[config.mk]
export PLATFORM = sky130hd
export DESIGN_NAME = seq_mul
export DESIGN_NICKNAME = d
export VERILOG_FILES = /design/src/rtl/seq_mul.sv
export SDC_FILE = /design/constraint.sdc
export NUM_CORES = 1
export LEC_CHECK = 0
export ABC_AREA = 1
export BUFFER_PORTS_ARGS = -buffer_cell sky130_fd_sc_hd__buf_4
export CAP_MARGIN = 20
export CORE_MARGIN = 4
export CORE_UTILIZATION = 50
export CTS_BUF_LIST = sky130_fd_sc_hd__clkbuf_2 sky130_fd_sc_hd__clkbuf_4 sky130_fd_sc_hd__clkbuf_8
export CTS_CLUSTER_DIAMETER = 100
export DETAILED_ROUTE_END_ITERATION = 8
export GPL_ROUTABILITY_DRIVEN = 0
export PLACE_DENSITY = 0.77
export SLEW_MARGIN = 20
export SYNTH_ARGS = -nofsm -noshare
export SYNTH_HDL_FRONTEND = slang
export SYNTH_SLANG_ARGS = --single-unit
[constraint.sdc]
create_clock -name clk -period 5.9 [get_ports clk]
set_input_delay 1.18 -clock clk [delete_from_list [all_inputs] [get_ports clk]]
set_output_delay 1.18 -clock clk [all_outputs]
set_load 0.05 [all_outputs]
[src/rtl/seq_mul.sv]
`default_nettype none
// ============================================================================
//  Module   : seq_mul
//  Purpose  : Width-generic sequential shift-and-add multiplier. It computes
//             one partial product per clock and supports unsigned or
//             two's-complement operands, selected per operation. Operands
//             and results move through valid/ready handshakes.
//  Revision : 1.0 - initial release
// ----------------------------------------------------------------------------
//  Ports
//    clk         in   1        rising-edge clock
//    rst_n       in   1        asynchronous active-low reset
//    in_valid    in   1        a, b and signed_mode are valid
//    in_ready    out  1        operation can be accepted (IDLE only)
//    a           in   WIDTH    multiplicand
//    b           in   WIDTH    multiplier
//    signed_mode in   1        1 = two's-complement operands, 0 = unsigned
//    out_valid   out  1        p holds a completed product (DONE only)
//    out_ready   in   1        consumer accepts p
//    p           out  2*WIDTH  product; keeps its last value after handshake
//    busy        out  1        operation in flight (CALC or DONE)
// ============================================================================
module seq_mul #(
  parameter int WIDTH = 8
) (
  input  logic               clk,
  input  logic               rst_n,
  input  logic               in_valid,
  output logic               in_ready,
  input  logic [WIDTH-1:0]   a,
  input  logic [WIDTH-1:0]   b,
  input  logic               signed_mode,
  output logic               out_valid,
  input  logic               out_ready,
  output logic [2*WIDTH-1:0] p,
  output logic               busy
);

  localparam int                 CNT_W    = $clog2(WIDTH + 1);
  localparam int                 ACC_W    = 2 * WIDTH + 1;
  localparam logic [CNT_W-1:0]   LAST_CNT = CNT_W'(WIDTH - 1);
  localparam logic [CNT_W-1:0]   ONE_C    = CNT_W'(1);
  localparam logic [WIDTH-1:0]   ONE_W    = WIDTH'(1);
  localparam logic [2*WIDTH-1:0] ONE_P    = (2 * WIDTH)'(1);

  typedef enum logic [1:0] {
    IDLE = 2'd0,
    CALC = 2'd1,
    DONE = 2'd2
  } state_e;

  state_e             state_q;
  logic [WIDTH-1:0]   mcand_q;
  logic [WIDTH-1:0]   mplier_q;
  logic               neg_q;
  logic [ACC_W-1:0]   acc_q;
  logic [CNT_W-1:0]   cnt_q;
  logic [2*WIDTH-1:0] p_q;

  logic [WIDTH-1:0]   a_mag_d;
  logic [WIDTH-1:0]   b_mag_d;
  logic [WIDTH:0]     sum_d;
  logic [ACC_W-1:0]   acc_d;
  logic [2*WIDTH-1:0] prod_d;
  logic [2*WIDTH-1:0] p_d;

  always_comb begin
    // Magnitudes of signed operands; the most negative value maps to
    // 2^(WIDTH-1), which is still representable as an unsigned WIDTH-bit word.
    a_mag_d = (signed_mode && a[WIDTH-1]) ? (~a + ONE_W) : a;
    b_mag_d = (signed_mode && b[WIDTH-1]) ? (~b + ONE_W) : b;

    // One shift-and-add step: conditionally add the multiplicand into the
    // upper half (carry lands in the extra top bit), then shift right.
    sum_d  = acc_q[ACC_W-1:WIDTH] + (mplier_q[0] ? {1'b0, mcand_q} : {(WIDTH + 1){1'b0}});
    acc_d  = {sum_d, acc_q[WIDTH-1:0]} >> 1;
    prod_d = acc_d[2*WIDTH-1:0];
    p_d    = neg_q ? (~prod_d + ONE_P) : prod_d;
  end

  always_ff @(posedge clk or negedge rst_n) begin
    if (!rst_n) begin
      state_q  <= IDLE;
      mcand_q  <= '0;
      mplier_q <= '0;
      neg_q    <= 1'b0;
      acc_q    <= '0;
      cnt_q    <= '0;
      p_q      <= '0;
    end else begin
      case (state_q)
        IDLE: begin
          if (in_valid) begin
            mcand_q  <= a_mag_d;
            mplier_q <= b_mag_d;
            neg_q    <= signed_mode & (a[WIDTH-1] ^ b[WIDTH-1]);
            acc_q    <= '0;
            cnt_q    <= '0;
            state_q  <= CALC;
          end
        end
        CALC: begin
          acc_q    <= acc_d;
          mplier_q <= mplier_q >> 1;
          cnt_q    <= cnt_q + ONE_C;
          // The last step's result goes straight into p, so the product is
          // visible in the same edge that enters DONE.
          if (cnt_q == LAST_CNT) begin
            p_q     <= p_d;
            state_q <= DONE;
          end
        end
        DONE: begin
          if (out_ready) begin
            state_q <= IDLE;
          end
        end
        default: begin
          state_q <= IDLE;
        end
      endcase
    end
  end

  assign in_ready  = (state_q == IDLE);
  assign out_valid = (state_q == DONE);
  assign busy      = (state_q == CALC) || (state_q == DONE);
  assign p         = p_q;

endmodule
`default_nettype wire

==> impl.org <==
** Timing
- Adding up every negative setup slack in the final design gives 0 ps.
- The worst path meets setup with 3229 ps of slack.
- Counting I/O delays and the setup requirement, the final critical path takes 2671 ps.
- The number of max-slew violations in the final report came to 0.
- Max-Slew Margin vs Limit :: 51.98%
- Static timing analysis puts the maximum clock frequency at 374.4 MHz.
- Ratio of final minimum period to clock period :: 45.27%
- At the pin with the least slew margin, the transition time is 719.5 ps.
- Post-Route Skew :: 10.59 ps
- Setup violations remaining at the end of the flow were counted as 0.
- Number of hold violations in the final report :: 0
- RSZ-0062 raised after global routing :: no

** Worst setup path
- Reg2Reg Capture Point :: cnt_q[3]
- Crit path max fanout :: 21
- Worst Path Required :: 6100 ps
- Max stage delay cell, worst path :: o21ai_2
- The worst setup path is launched from an input pin.
- Worst stage delay on the critical path :: 430 ps
- Crit path launch :: in_valid
- Data arrives at the worst endpoint at 2870 ps.
- Crit path kind :: in2reg
- STA classifies the critical path endpoint as a flip-flop.
- For flop-to-flop paths, the worst setup slack is 3330 ps.
- Crit path cell chain :: buf_4 > nand2_1 > o21ai_2 > inv_2 > nor2_1 > nand3_1 > o22ai_1 > a21oi_1
- In this run the critical register-to-register path is launched from state_q[1].
- Measured in cells, the most critical reg-to-reg path has a length of 9.

** Finish
- Number of antenna cells inserted :: 0
- Final design instance area without fill :: 3726 sq um
- Final #Nets :: 494
- Compared with the post-synthesis result, the final layout area differs by 12.80%.
- Of the cells placed in the final design, the portion with a size suffix greater than 1 is 18.34%.

** Worst hold path
- Counting instances, the worst hold path has a depth of 2.
- The path with the worst hold slack has its endpoint at p[14].
- The tightest min-delay check is of the reg2reg type.
- The worst hold path begins at p[14].

** Clock network
- Clock slew at the register clock pins of the worst setup and hold paths :: 100 ps
- Clock sink count :: 54
- Buffers inserted to repair hold after CTS numbered 0.
- The H-tree was split into 2 levels.
- Gates resized, CTS repair :: 0
- Clock tree from TritonCTS :: built
- Count of buffers added by post-CTS timing repair for setup :: 0
- Clock latency on the worst-skew pair, taken at its later pin, is 320 ps.
- TritonCTS created 5 clock buffers.
- CTS Root Cell :: clkbuf_8
- The clock passes through at most 2 buffers.

** Logic synthesis
- The number of nets in the synthesized netlist is 460.
- Most used standard cells in the synthesized netlist :: nand2_1, dfrtp_1, inv_1
- The synthesized design contains 0 enable-type register cells.
- By area the synthesized netlist is led by dfrtp_1, nand2_1, o21ai_0, ha_1, inv_1.
- Fraction of post-synthesis cell area in the top cell type by area :: 40.91%
- Syn. warnings :: 0
- Prevailing post-synth register cell :: dfrtp_1
- A synthesized cell averages 7.809 sq um.
- Most repeated cell in the gate-level netlist after synthesis :: nand2_1
- The cell area that synthesis handed to floorplanning was 3303 sq um.
- Synthesis-stage register bit count :: 54
- Share of synthesized area occupied by flip-flops and latches :: 40.91%
- Synthesis instantiated 34 different standard cells from the library.
- Counting every instance in the synthesized netlist gives 423.
- After synthesis, the share of flip-flops with an asynchronous set or reset is 100.0%.
- Library cell occupying the most area in the post-synthesis netlist :: dfrtp_1

** Die
- Effective utilization at floorplan :: 51.72%
- The die is 89.28 um tall.
- The floorplan has 29 rows.
- The die covers 7971 sq um.
- Io pins :: 40
- Die Wd :: 89.28 um
- The floorplan step defined a core boundary enclosing 6386 sq um.

** Power
- IR analysis of the VDD net gives a maximum drop of 0.4600 mV.
- In this run the static leakage power is 1.970 nW.
- Power density cells :: 550.6 nW/um^2
- The design draws 0.002051 W.

** Global route
- The via count of the first global-routing pass came to 2,633.
- Total routing resource utilization after global routing :: 18.28%
- First-pass GRT wire length :: 11.57 mm
- For this run the aggregate overflow at the end of global routing stands at 0.
- The number of antenna violations at the first check in global routing was 0.
- Largest net degree at the start of global routing :: 55

** Detailed routing
- Total number of vias :: 2,745
- In the final routed layout, each cell accounts on average for 12.18 um.
- First drt pass iteration count :: 4
- Detailed Route Iter0 Violations :: 121
- Via density per instance :: 5.131
- For this run, design rule violations remaining after detail routing come to 0.
- Post-route antenna net violation count :: 0
- Final WL :: 6.515 mm

** Place
- Detailed placement finished with a half-perimeter wire length of 4.985 mm.
- Count of port buffers added during placement :: 39
- The placed instances occupy a cell area of 3638 sq um.
- OpenSTA, run right after detailed placement, puts the worst setup slack at 2913 ps.

** Status
- The flow ran to the end, and the final reports show no timing, DRC or antenna violations.

** Flow run
- The tool flagged a number of max-cap violations equal to 0.
==> sequential cells by signal (all words and copies together) (netlist names) <==
register	flops
neg_q	1
state_q	2
mcand_q	8
p	16
cnt_q	4
mplier_q	8
acc_q	15
==> cell type report <==
cell class | instances | area (sq um)
inverters | 57 | 214.0
multi-input cells | 300 | 1684
flip-flops and latches | 54 | 1351
well taps | 77 | 96.34
clock inverters | 3 | 18.77
fillers | 603 | 2660
clock buffers | 5 | 68.82
repair buffers | 39 | 292.8
==> layout by cell type (no fill, tap or decap) <==
cell | Yosys | final
nand2_1 | 110 | 110
dfrtp_1 | 54 | 54
inv_1 | 47 | 47
o21ai_0 | 43 | 43
buf_4 | 1 | 39
nand3_1 | 21 | 21
nor2_1 | 20 | 20
a21oi_1 | 15 | 15
ha_1 | 15 | 15
xor2_1 | 13 | 13
nand2_2 | 9 | 9
inv_2 | 9 | 9
o22ai_1 | 8 | 8
nand3_2 | 7 | 7
nor3_1 | 5 | 5
xnor2_1 | 5 | 5
clkbuf_8 | 0 | 5
o31ai_1 | 4 | 4
o211ai_1 | 4 | 4
nand2_4 | 3 | 3
nor2_4 | 3 | 3
o21ai_1 | 3 | 3
nand4_1 | 2 | 2
a31oi_1 | 2 | 2
nor2_2 | 2 | 2
clkinv_2 | 0 | 2
or2_2 | 1 | 1
o21ai_2 | 1 | 1
xnor2_2 | 1 | 1
clkinv_1 | 1 | 1
nor4_1 | 1 | 1
nor3_4 | 1 | 1
fa_1 | 1 | 1
inv_6 | 0 | 1
==> kinds of logic (layout without fill, tap and decap cells) <==
family / after synthesis / in the layout / synth area share (%)
adders and majority gates: 16 / 16 / 6.288
AOI/OAI and AO/OA: 80 / 80 / 13.22
DFF: 54 / 54 / 40.91
buffers and inverters: 69 / 104 / 8.106
xor gates and xnor gates: 19 / 19 / 5.265
and+or+nand+nor: 185 / 185 / 26.21
==> through the flow <==
step	utilization [%]	std cells	hold slack, ps
2_1_floorplan	-	423	447.8
3_3_place_gp	56.97	527	464.6
3_5_place_dp	56.97	527	467.4
4_1_cts	58.35	535	491.5
5_1_grt	58.35	535	514.7
6_report	58.35	535	485.1
==> power breakdown <==
group | total [W] | internal (W) | switching, W
combinational | 0.00122 | 0.000408 | 0.000813
clock | 0.000211 | 0.0000839 | 0.000127
sequential | 0.000620 | 0.000515 | 0.000105
==> how the worst max path moves through the flow <==
stage,endpoint
floorplan,p[15]
global placement,cnt_q[3]
detailed placement,cnt_q[3]
CTS,cnt_q[3]
global route,cnt_q[3]
finish,cnt_q[3]
==> layer usage <==
| layer | share of wire (%) | track usage (%) |
|---|---|---|
| met5 | 0 | 0 |
| met3 | 5.0 | 3.041 |
| met2 | 46 | 30.81 |
| met4 | 1.0 | 5.142 |
| met1 | 48 | 24.33 |
==> worst max-delay path, delay by kind of cell <==
| kind | cells | cell delay (ps) |
|---|---|---|
| AND/OR/NAND/NOR | 3 | 670 |
| AO/OA/AOI/OAI | 3 | 650 |
| buffers and inverters | 2 | 370 |
Note: power is estimated with default switching activity, not from simulation.
